File: config.mk
export PLATFORM = sky130hd
export DESIGN_NAME = ifetch_buf_flat
export DESIGN_NICKNAME = d
export VERILOG_FILES = /design/src/rtl/cpu_pkg.sv /design/src/rtl/ifetch_buf_if.sv /design/src/rtl/sync_fifo.sv /design/src/rtl/ifetch_buf.sv /design/src/flat_wrapper.sv
export SDC_FILE = /design/constraint.sdc
export NUM_CORES = 1
export LEC_CHECK = 0
export CAP_MARGIN = 20
export CORE_MARGIN = 8
export CORE_UTILIZATION = 25
export DETAILED_ROUTE_END_ITERATION = 10
export HOLD_SLACK_MARGIN = 0.15
export PLACE_DENSITY_LB_ADDON = 0.15
export SLEW_MARGIN = 10
export SYNTH_ARGS = -nofsm -noshare
export SYNTH_HDL_FRONTEND = slang
export SYNTH_SLANG_ARGS = --single-unit
File: constraint.sdc
create_clock -name clk -period 3.7 [get_ports clk]
set_input_delay 0.74 -clock clk [delete_from_list [all_inputs] [get_ports clk]]
set_output_delay 0.74 -clock clk [all_outputs]
set_load 0.02 [all_outputs]
File: src/rtl/cpu_pkg.sv
// Shared fetch-side types: FSM states, default widths
// and the {pc, inst} entry carried through the fetch buffer.
package cpu_pkg;

  localparam int CPU_AW = 32;
  localparam int CPU_DW = 32;

  typedef enum logic [1:0] {
    IDLE,
    REQ,
    DRAIN
  } fetch_state_e;

  typedef struct packed {
    logic [CPU_AW-1:0] pc;
    logic [CPU_DW-1:0] inst;
  } fetch_t;

endpackage

File: src/rtl/ifetch_buf_if.sv
// Fetch buffer bus: PC address handshake, memory
// req/ack side and decode valid/ready side.
interface ifetch_buf_if
  import cpu_pkg::*;
#(
  parameter int AW = CPU_AW,
  parameter int DW = CPU_DW
);

  logic [AW-1:0] addr_in;
  logic          addr_valid;
  logic          addr_ready;
  logic          flush;
  logic          mem_req;
  logic [AW-1:0] mem_addr;
  logic          mem_ack;
  logic [DW-1:0] mem_rdata;
  logic          inst_valid;
  logic          inst_ready;
  logic [DW-1:0] inst_out;
  logic [AW-1:0] inst_pc;

  modport slave (
    input  addr_in, addr_valid, flush,
    input  mem_ack, mem_rdata, inst_ready,
    output addr_ready, mem_req, mem_addr,
    output inst_valid, inst_out, inst_pc
  );

  modport master (
    output addr_in, addr_valid, flush,
    output mem_ack, mem_rdata, inst_ready,
    input  addr_ready, mem_req, mem_addr,
    input  inst_valid, inst_out, inst_pc
  );

endinterface

File: src/rtl/sync_fifo.sv
// Synchronous FIFO with push/pop/clear; head reads as
// zero while empty so it never shows stale entries.
module sync_fifo #(
  parameter int DEPTH = 4,
  parameter int WIDTH = 64
) (
  input  logic                   clk,
  input  logic                   rst_n,
  input  logic                   i_push,
  input  logic                   i_pop,
  input  logic                   i_clear,
  input  logic [WIDTH-1:0]       i_din,
  output logic [WIDTH-1:0]       o_head,
  output logic [$clog2(DEPTH):0] o_count,
  output logic                   o_empty
);

  localparam int PW = $clog2(DEPTH);
  localparam logic [PW:0] FULL = (PW+1)'(DEPTH);

  logic [WIDTH-1:0] r_mem [DEPTH];
  logic [PW-1:0]    r_wptr;
  logic [PW-1:0]    r_rptr;
  logic [PW:0]      r_count;
  logic             w_push;
  logic             w_pop;

  assign w_pop  = i_pop && (r_count != '0);
  assign w_push = i_push && ((r_count != FULL) || w_pop);

  always_ff @(posedge clk) begin
    if (!rst_n || i_clear) begin
      r_wptr  <= '0;
      r_rptr  <= '0;
      r_count <= '0;
    end else begin
      if (w_push) r_wptr <= r_wptr + 1'b1;
      if (w_pop)  r_rptr <= r_rptr + 1'b1;
      if (w_push && !w_pop)
        r_count <= r_count + 1'b1;
      else if (!w_push && w_pop)
        r_count <= r_count - 1'b1;
    end
  end

  always_ff @(posedge clk) begin
    if (rst_n && !i_clear && w_push)
      r_mem[r_wptr] <= i_din;
  end

  assign o_head  = (r_count != '0) ? r_mem[r_rptr] : '0;
  assign o_count = r_count;
  assign o_empty = (r_count == '0);

endmodule

File: src/rtl/ifetch_buf.sv
// Instruction fetch buffer: one outstanding memory request,
// credit-based PC back-pressure and flush with drain.
module ifetch_buf
  import cpu_pkg::*;
#(
  parameter int DEPTH = 4,
  parameter int AW    = CPU_AW,
  parameter int DW    = CPU_DW
) (
  input  logic         clk,
  input  logic         rst_n,
  ifetch_buf_if.slave  bus
);

  localparam int CW = $clog2(DEPTH) + 1;
  localparam logic [CW-1:0] CAP = CW'(DEPTH);

  fetch_state_e     r_state;
  fetch_state_e     w_next;
  logic [AW-1:0]    r_addr;
  logic [CW-1:0]    w_count;
  logic [CW-1:0]    w_occ;
  logic [AW+DW-1:0] w_head;
  logic             w_empty;
  logic             w_ready;
  logic             w_req;
  logic             w_accept;
  logic             w_push;

  // an in-flight live request already owns a FIFO slot
  assign w_occ = w_count + CW'(r_state == REQ);

  always_ff @(posedge clk) begin
    if (!rst_n) r_state <= IDLE;
    else        r_state <= w_next;
  end

  always_comb begin
    w_next = r_state;
    unique case (r_state)
      IDLE:    if (w_accept)    w_next = REQ;
      REQ: begin
        if (bus.mem_ack)        w_next = IDLE;
        else if (bus.flush)     w_next = DRAIN;
      end
      DRAIN:   if (bus.mem_ack) w_next = IDLE;
      default:                  w_next = IDLE;
    endcase
  end

  always_comb begin
    w_req    = (r_state != IDLE);
    w_ready  = rst_n && (r_state == IDLE)
            && (w_occ < CAP) && !bus.flush;
    w_accept = w_ready && bus.addr_valid;
    w_push   = (r_state == REQ) && bus.mem_ack
            && !bus.flush;
  end

  always_ff @(posedge clk) begin
    if (!rst_n)        r_addr <= '0;
    else if (w_accept) r_addr <= bus.addr_in;
  end

  sync_fifo #(
    .DEPTH (DEPTH),
    .WIDTH (AW + DW)
  ) u_fifo (
    .clk     (clk),
    .rst_n   (rst_n),
    .i_push  (w_push),
    .i_pop   (bus.inst_ready),
    .i_clear (bus.flush),
    .i_din   ({r_addr, bus.mem_rdata}),
    .o_head  (w_head),
    .o_count (w_count),
    .o_empty (w_empty)
  );

  assign bus.addr_ready = w_ready;
  assign bus.mem_req    = w_req;
  assign bus.mem_addr   = r_addr;
  assign bus.inst_valid = !w_empty;
  assign bus.inst_pc    = w_head[AW+DW-1:DW];
  assign bus.inst_out   = w_head[DW-1:0];

endmodule

File: src/flat_wrapper.sv
// flat-port wrapper written by rule: the top's interface ports become plain ports
module ifetch_buf_flat import cpu_pkg::*;
#(
  parameter int DEPTH = 4,
  parameter int AW    = CPU_AW,
  parameter int DW    = CPU_DW
)
  (clk, rst_n, bus_addr_in, bus_addr_valid, bus_flush, bus_mem_ack, bus_mem_rdata, bus_inst_ready, bus_addr_ready, bus_mem_req, bus_mem_addr, bus_inst_valid, bus_inst_out, bus_inst_pc);
  ifetch_buf_if #(.AW(AW), .DW(DW)) bus_i ();
  input  logic clk;
  input  logic rst_n;
  input wire logic [$bits(bus_i.addr_in)-1:0] bus_addr_in;
  input wire logic [$bits(bus_i.addr_valid)-1:0] bus_addr_valid;
  input wire logic [$bits(bus_i.flush)-1:0] bus_flush;
  input wire logic [$bits(bus_i.mem_ack)-1:0] bus_mem_ack;
  input wire logic [$bits(bus_i.mem_rdata)-1:0] bus_mem_rdata;
  input wire logic [$bits(bus_i.inst_ready)-1:0] bus_inst_ready;
  output wire logic [$bits(bus_i.addr_ready)-1:0] bus_addr_ready;
  output wire logic [$bits(bus_i.mem_req)-1:0] bus_mem_req;
  output wire logic [$bits(bus_i.mem_addr)-1:0] bus_mem_addr;
  output wire logic [$bits(bus_i.inst_valid)-1:0] bus_inst_valid;
  output wire logic [$bits(bus_i.inst_out)-1:0] bus_inst_out;
  output wire logic [$bits(bus_i.inst_pc)-1:0] bus_inst_pc;
  assign bus_i.addr_in = bus_addr_in;
  assign bus_i.addr_valid = bus_addr_valid;
  assign bus_i.flush = bus_flush;
  assign bus_i.mem_ack = bus_mem_ack;
  assign bus_i.mem_rdata = bus_mem_rdata;
  assign bus_i.inst_ready = bus_inst_ready;
  assign bus_addr_ready = bus_i.addr_ready;
  assign bus_mem_req = bus_i.mem_req;
  assign bus_mem_addr = bus_i.mem_addr;
  assign bus_inst_valid = bus_i.inst_valid;
  assign bus_inst_out = bus_i.inst_out;
  assign bus_inst_pc = bus_i.inst_pc;
  ifetch_buf #(.DEPTH(DEPTH), .AW(AW), .DW(DW)) u_core (.clk(clk), .rst_n(rst_n), .bus(bus_i));
endmodule
==> metrics.txt, run 1 <==
Setup crit start kind register; IO buf count 168; post-synth cell types 38; io pins 169; #FFs+latches synth 299; Post-Syn Nets 687; PD cells 491.9 mW/mm²; utilization after layout 33.43%; reg2reg setup slack 1.33 ns; Site Rows 78; Crit. End Element output pin; GRT overflow 0; total power 7.445 mW; hold path depth 2; die outline area 0.05288 mm²; Routed WL 29.01 mm; Hold Crit Class reg -> reg; Setup TNS Final 0 ns; Vias/cell 4.231; RR Startpoint u_core.r_state[1]$_SDFFE_PN0P_; vias in the first global route 6,710; placed cell area 0.01400 mm²; post-synth top area share 67.18%; share of cells above drive strength 1 18.61%; # resized after CTS 0; Tmin final 3.482 ns; Hold Violations, Final 0; MaxCap Viol Count 0; Worst-path clk slew 0.06 ns; most frequent cells in the layout 256 x edfxtp_1, 167 x clkdlybuf4s50_1, 64 x and2_1, 63 x mux4_2, 41 x dfxtp_1; leading cell type in the layout, fill and taps excluded edfxtp_1; Core ar. 0.04528 mm²; clock root cell clkbuf_16; area leader, netlist edfxtp_1; WHS Endpoint u_core.bus.mem_addr[26]$_SDFFE_PN0P_; CTS tree yes; die height 230.0 µm; DR WL/cell 20.24 µm; cell count after synthesis 611; Die Width 230.0 µm; Hold Startpoint u_core.bus.mem_addr[26]$_SDFFE_PN0P_; number of H-tree levels 2; Design Area, Final 0.01514 mm²; Post-Syn Area per Cell 18.73 µm²; worst clock skew 0.01611 ns; nets@finish 883; GRT Total Usage 10.91%; Setup Viol. Count Final 0; RSZ-0062 raised after global routing false; largest net degree at the start of global routing 65; initial DRC count 400; critical path class reg -> out; Max-slew headroom 39.83%; ant diodes 0; Syn. warnings 0; fin crit share 94.11%; Worst Max-Slew Pin Slew 0.8996 ns; clk sinks 299; CTS Buffer Depth 3; Worst Path Arrival 2.74 ns; hpwl dp 17.99 mm; Pleak 4.908 nW; hold_buf cts 0; Initial Util 25.27%; FF-to-FF End u_core.u_fifo.o_count[2]$_SDFFE_PP0P_; GPL Wtd Cong 0.6616; Post-route DRC 0; Post-Syn Area 0.01144 mm²; P&R area growth vs syn 32.28%; initial antenna violation count 0; Max Fanout on Critical Path 27; cts bufs inserted 36; fin. max-slew vios 0; status complete, no violations; post-route ant nets 0; synth top area cells edfxtp_1 67%, mux4_2 12%, dfxtp_1 7.5%; Setup Fix Bufs, Post-CTS 0; post-synthesis sequential area ratio 74.70%; worst skew pair latency 0.54 ns; first-pass GRT wire length 43.73 mm; vias 6,063; peak supply drop 0.2437 mV; fillers 4,409; FMAX 287.2 MHz; reg2reg path depth 8; drt first pass iters 4; Critical Path RT 2.96 ns
-- critical path: stages (launching register included) --
cell and delay [ns]:
dfxtp_1 0.38, or3_2 0.80, buf_4 0.32, and2_1 0.17, clkdlybuf4s50_1 0.54
-- cell families after synthesis --
family	share of synthesized area [%]
AO/OA/AOI/OAI	1.804
flip-flops	74.70
multiplexers	12.80
XOR/XNOR	0.3061
AND/OR/NAND/NOR	7.664
buffers and inverters	2.001
adder cells (fa/ha/maj)	0.7216
-- metal layers --
| layer | vias up | routed length [µm] | track usage (%) |
|---|---|---|---|
| li1 | 2796 | - | - |
| met5 | - | 0 | 0 |
| met4 | 0 | 690 | 3.940 |
| met2 | 135 | 13170 | 16.68 |
| met1 | 3091 | 13690 | 14.91 |
| met3 | 41 | 1449 | 2.659 |
-- worst max path at each step --
stage,startpoint,to,cells past startpoint
6_report,u_core.u_fifo.o_count[0]$_SDFFE_PP0P_,bus_inst_out[28],4
5_1_grt,u_core.u_fifo.o_count[2]$_SDFFE_PP0P_,bus_inst_pc[2],4
4_1_cts,u_core.u_fifo.o_count[2]$_SDFFE_PP0P_,bus_inst_out[28],4
3_5_place_dp,bus_flush,u_core.u_fifo.o_count[2]$_SDFFE_PP0P_,9
3_3_place_gp,bus_flush,u_core.u_fifo.o_count[2]$_SDFFE_PP0P_,9
2_1_floorplan,bus_flush,u_core.u_fifo.r_mem[0][0]$_DFFE_PP_,3
-- report_power, final --
part	internal (mW)	switching (mW)	leakage [nW]
Clock	2.03	1.36	0.560
Sequential	3.68	0.0362	2.78
Combinational	0.175	0.175	1.56
-- synth_stat cells, drive strengths merged --
master / number
a21oi: 3
and2: 65
and3: 4
and3b: 1
buf: 17
clkbuf: 19
dfxtp: 43
edfxtp: 256
fa: 1
ha: 5
inv: 3
mux2i: 2
mux4: 64
nand2: 32
nand2b: 1
nand3: 34
nand4bb: 1
nor2: 6
nor2b: 2
nor3: 2
nor3b: 1
nor4b: 2
nor4bb: 1
o21ai: 35
o311ai: 1
o31ai: 1
or2: 2
or3: 2
or4b: 1
xor2: 4
-- flip-flops by register name, summed over array words and instances, names as in the netlist, named ones only --
signal,flops
u_core.bus.mem_addr,32
u_core.u_fifo.r_mem,256
u_core.u_fifo.r_rptr,2
u_core.r_state,2
u_core.u_fifo.r_wptr,2
u_core.u_fifo.o_count,3
-- stage by stage --
stage | std cells | setup WS [ns] | hold slack (ns)
after global placement | 1369 | 0.4879 | 0.5050
after detailed placement | 1369 | 0.4680 | 0.5058
after global routing | 1433 | 0.001596 | 0.5438
final | 1433 | 0.2180 | 0.5135
after floorplan | 611 | 0.5414 | 0.4837
after CTS | 1433 | 0.06026 | 0.5137
-- cell type report --
| type | count | area (µm²) | area share, % |
|---|---|---|---|
| timing repair buffer | 194 | 1984 | 13.11 |
| multi-input combinational | 273 | 2695 | 17.80 |
| clock buffer | 49 | 1032 | 6.819 |
| inverter | 3 | 11.26 | 0.07439 |
| tap | 600 | 750.7 | 4.960 |
| clock inverter | 15 | 107.6 | 0.7109 |
| sequential | 299 | 8556 | 56.52 |
Power figures use the tool's default switching activity.
==> run 2, diff against run 1 <==
- CAP_MARGIN: 20 -> not set
- REMOVE_ABC_BUFFERS: not set -> 1
==> run 2 against run 1 <==
  * Hold slack got worse by 0.0025 ns
  * Critical path depth did not move
  * Utilization is essentially flat
  * Via count barely moved
  * Final cell count fell by 0.14%
  * Clock-buffer cell count is 6 higher
  * Clock power shrank 2%
  * Largest cell class unchanged
==> metrics.txt, run 2 (synthesis gave the netlist of run 1 again) <==
peak supply drop 0.2342 mV; Hold Violations, Final 0; Initial Util 25.27%; Setup Fix Bufs, Post-CTS 0; Tmin final 3.430 ns; MaxCap Viol Count 0; clock root cell clkbuf_16; hold_buf cts 0; critical path class reg -> out; Setup TNS Final 0 ns; initial antenna violation count 0; FMAX 291.6 MHz; share of cells above drive strength 1 18.07%; # resized after CTS 0; Non-Filler Instances 1,431; Die Width 230.0 µm; CTS tree yes; Critical Path Slowest Stage Cell or3_2; Core ar. 0.04528 mm²; CP Buf/Inv Count 2; Max Fanout on Critical Path 30; hpwl dp 18.17 mm; IO buf count 168; cts bufs inserted 35; io pins 169; Routed WL 28.94 mm; worst path cell trace or3_2 -> buf_12 -> and2_1 -> clkdlybuf4s50_1; drt first pass iters 4; GRT overflow 0; GPL Wtd Cong 0.6995; largest net degree at the start of global routing 34; Placed Cells 1,368; Crit. End Element output pin; Max-slew headroom 62.16%; Site Rows 78; initial DRC count 372; Setup crit start kind register; Vias/cell 4.233; die outline area 0.05288 mm²; Post-route DRC 0; worst skew pair latency 0.51 ns; fin. max-slew vios 0; PD cells 487.9 mW/mm²; RSZ-0062 raised after global routing false; nets@finish 881; CTS Buffer Depth 3; total power 7.374 mW; DR WL/cell 20.23 µm; number of H-tree levels 2; post-route ant nets 0; Worst Path Arrival 2.69 ns; max incr delay on CP 0.80 ns; Biggest register u_core.u_fifo.r_mem; first-pass GRT wire length 43.71 mm; worst clock skew 0.01897 ns; Pleak 4.891 nW; vias 6,058; die height 230.0 µm; Hold Crit Class reg -> reg; status complete, no violations; Worst Max-Slew Pin Slew 0.5676 ns; GRT Total Usage 10.75%; fillers 4,381; P&R area growth vs syn 32.09%; Setup Viol. Count Final 0; vias in the first global route 6,697; Worst-path clk slew 0.06 ns; max reg flops 256; placed cell area 0.01400 mm²; Critical Path RT 2.96 ns; leading cell type in the layout, fill and taps excluded edfxtp_1; most frequent cells in the layout 256 x edfxtp_1, 167 x clkdlybuf4s50_1, 64 x and2_1, 63 x mux4_2, 41 x dfxtp_1; fin crit share 92.70%; clk sinks 299; Design Area, Final 0.01512 mm²; crit-path leading delay family simple AND/OR/NAND/NOR gates
run 2: cell types whose count changed in the layout (fill, tap and decap cells not counted), moves of 2 or more:
cell and delta:
buf_4 -2, clkbuf_1 +5, clkinv_1 -3, inv_6 -2, clkbuf_8 +2
run 2: layout make-up:
| type | instances | area (µm²) | area share (%) |
|---|---|---|---|
| flip-flops and latches | 299 | 8556 | 56.60 |
| clock inverters | 7 | 57.56 | 0.3808 |
| diodes | 1 | 2.502 | 0.01655 |
| inverters | 3 | 11.26 | 0.07450 |
| well taps | 600 | 750.7 | 4.966 |
| repair buffers | 193 | 1989 | 13.16 |
| multi-input cells | 273 | 2695 | 17.83 |
| clock buffers | 55 | 1054 | 6.970 |
run 2: report_power, final:
| group | switching (mW) | internal, mW | leakage, nW | total, mW |
|---|---|---|---|---|
| Clock | 1.30 | 2.02 | 0.546 | 3.31 |
| Combinational | 0.173 | 0.174 | 1.56 | 0.346 |
| Sequential | 0.0363 | 3.68 | 2.78 | 3.71 |
| Total | 1.51 | 5.87 | 4.89 | 7.37 |
run 2: path summary, 6_finish.rpt:
| path | startpoint | end | slack (ns) | depth (start not counted) |
|---|---|---|---|---|
| setup / recovery | u_core.u_fifo.o_count[0]$_SDFFE_PP0P_ | bus_inst_pc[17] | 0.27 | 4 |
| hold / removal | u_core.bus.mem_addr[18]$_SDFFE_PN0P_ | u_core.bus.mem_addr[18]$_SDFFE_PN0P_ | 0.51 | 2 |
| setup reg to reg | u_core.r_state[0]$_SDFFE_PN0P_ | u_core.u_fifo.o_count[2]$_SDFFE_PP0P_ | 1.35 | 8 |
| hold reg to reg | u_core.bus.mem_addr[18]$_SDFFE_PN0P_ | u_core.bus.mem_addr[18]$_SDFFE_PN0P_ | 0.51 | 2 |
run 2: metal layers:
layer,track usage [%],up-vias,part of all wire [%],routed length [µm]
li1,-,2782,-,-
met1,15.28,3106,49,14210
met2,16.38,135,45,12980
met3,2.499,35,4.3,1254
met4,2.653,0,1.7,505
met5,0,-,0,0
run 2: metrics by stage:
stage          hold slack [ns]  util, %  setup slack, ns
6_report                0.5111    33.38           0.2701
5_1_grt                 0.5315    33.37           0.1158
4_1_cts                 0.5134    33.37           0.1540
3_5_place_dp            0.5053    30.92           0.4848
3_3_place_gp            0.4993    30.92           0.5186
2_1_floorplan           0.4837        -          -0.6665
run 2: worst reg2reg max path: cells and delay by family (launching register included):
family	cells	cell delay, ns
AO/OA/AOI/OAI	1	0.15
XOR/XNOR	1	0.16
AND/OR/NAND/NOR	3	0.80
flip-flops	1	0.46
buffers and inverters	1	0.07
adder cells (fa/ha/maj)	2	0.68
==> run 3, diff against run 2 <==
- CORE_UTILIZATION: 25 -> 54
- CTS_CLUSTER_SIZE: not set -> 12
- SETUP_SLACK_MARGIN: not set -> 0.3
==> run 3 against run 2 <==
  * Cell area decreased by 4.8%
  * Register-to-register slack got worse by 0.15 ns
  * Die area is 51% lower
  * Clock skew down 0.010 ns
  * Clock-buffer cell count is 2 lower
  * Critical endpoint is now bus_inst_pc[29]
  * Largest cell class unchanged
==> metrics.txt, run 3 (synthesis gave the netlist of run 1 again) <==
PD cells 465.9 mW/mm²; vias in the first global route 6,557; max reg flops 256; FMAX 305.2 MHz; final setup margin 0.4237 ns; Site Rows 53; total power 6.704 mW; Crit. End Element output pin; hold path depth 2; Biggest register u_core.u_fifo.r_mem; Hold Violations, Final 0; worst path cell trace buf_4 -> mux4_2 -> and2_1 -> clkdlybuf4s50_1; critical path class reg -> out; status complete, no violations; Post-route DRC 0; Design Area, Final 0.01439 mm²; reg2reg setup slack 1.20 ns; Clk network pwr share 39.6%; Setup TNS Final 0 ns; drt first pass iters 5; max incr delay on CP 0.54 ns; design internal power 5.387 mW; leading cell type in the layout, fill and taps excluded edfxtp_1; Worst Path Arrival 2.54 ns; Die Width 161.6 µm; Max-slew headroom 68.48%; io pins 169; Setup Viol. Count Final 0; cts bufs inserted 29; Worst Max-Slew Pin Slew 0.4722 ns; Reg power frac 55.4%; GRT Total Usage 17.49%; most frequent cells in the layout 256 x edfxtp_1, 168 x clkdlybuf4s50_1, 64 x and2_1, 63 x mux4_2, 41 x dfxtp_1; Multi-input gate area 0.002709 mm²; first-pass GRT wire length 36.03 mm; number of H-tree levels 1; Routed WL 23.48 mm; largest net degree at the start of global routing 66; DR WL/cell 21.54 µm; die height 161.6 µm; Critical Path Slowest Stage Cell clkdlybuf4s50_1; Critical Path RT 2.96 ns; Vias/cell 5.583; GPL Wtd Cong 0.7014; Initial Util 54.78%; Hold Crit Class reg -> reg; share of cells above drive strength 1 15.48%; Tmin final 3.276 ns; Min Hold Slack 0.5137 ns; worst clock skew 0.008528 ns; fin crit share 88.55%; reg2reg path depth 8; clock root cell clkbuf_16; CTS tree yes; GRT overflow 0; initial antenna violation count 0; clk sinks 299; initial DRC count 441; fin. max-slew vios 0; P&R area growth vs syn 25.73%; Core ar. 0.02089 mm²; vias 6,086; IO buf count 168; Setup crit start kind register; peak supply drop 0.2991 mV; worst skew pair latency 0.53 ns; CTS Buffer Depth 3; Max Fanout on Critical Path 14; Worst-path clk slew 0.06 ns; fillers 1,371; sw frac 19.64%; Sequential Area 0.008556 mm²; Gate power share 5.0%; Pleak 4.711 nW; switching power total 1.317 mW; post-route ant nets 0; die outline area 0.02611 mm²; post-placement setup slack 0.4117 ns; RSZ-0062 raised after global routing false; MaxCap Viol Count 0; nets@finish 868; hpwl dp 14.11 mm; placed cell area 0.01349 mm²
[run 3: worst paths after layout]
| path | from | to |
|---|---|---|
| max | register | bus_inst_pc[29] |
| min | u_core.bus.mem_addr[30]$_SDFFE_PN0P_ | u_core.bus.mem_addr[30]$_SDFFE_PN0P_ |
| max reg2reg | u_core.u_fifo.o_count[0]$_SDFFE_PP0P_ | u_core.u_fifo.o_count[2]$_SDFFE_PP0P_ |
| min reg2reg | u_core.bus.mem_addr[30]$_SDFFE_PN0P_ | u_core.bus.mem_addr[30]$_SDFFE_PN0P_ |
[run 3: timing repair]
action | 4_1_cts | 5_1_grt
resized for setup | 1 | 1
hold buffers | 0 | 0
buffers inserted | 0 | 1
cloned | 0 | 1
endpoints found under the setup margin | 65 | 43
[run 3: power groups by stage]
stage	clock [mW]	combinational [mW]	sequential (mW)
2_1_floorplan	0	0.100	3.80
3_3_place_gp	0	0.328	3.78
3_5_place_dp	0	0.336	3.78
4_1_cts	2.72	0.338	3.71
5_1_grt	2.85	0.360	3.72
6_report	2.65	0.338	3.71
[run 3: area by class of cell]
type | instances | share of cell area, %
multi-input cells | 274 | 18.83
inverters | 3 | 0.07827
diodes | 1 | 0.01739
flip-flops and latches | 299 | 59.47
clock buffers | 53 | 5.948
well taps | 275 | 2.392
repair buffers | 185 | 13.27
[run 3: through the flow]
step | cells | utilization [%]
finish | 1090 | 68.88
CTS | 1087 | 68.72
detailed placement | 1034 | 64.60
floorplan | 575 | -
global route | 1089 | 68.86
global placement | 1034 | 64.60
[run 3: per-layer routing]
layer  share of wire [%]  vias up  GRT usage, %
met5                   0        -             0
met4                 1.5        0         4.756
met3                 6.9       30         3.360
met2                  50      187         29.37
met1                  42     3114         23.05
li1                    -     2755             -
[run 3: critical path: cells and delay by family (launching register included)]
family / cells / cell delay, ns
mux: 1 / 0.53
flops: 1 / 0.42
simple gates: 1 / 0.19
buf+inv: 2 / 0.86
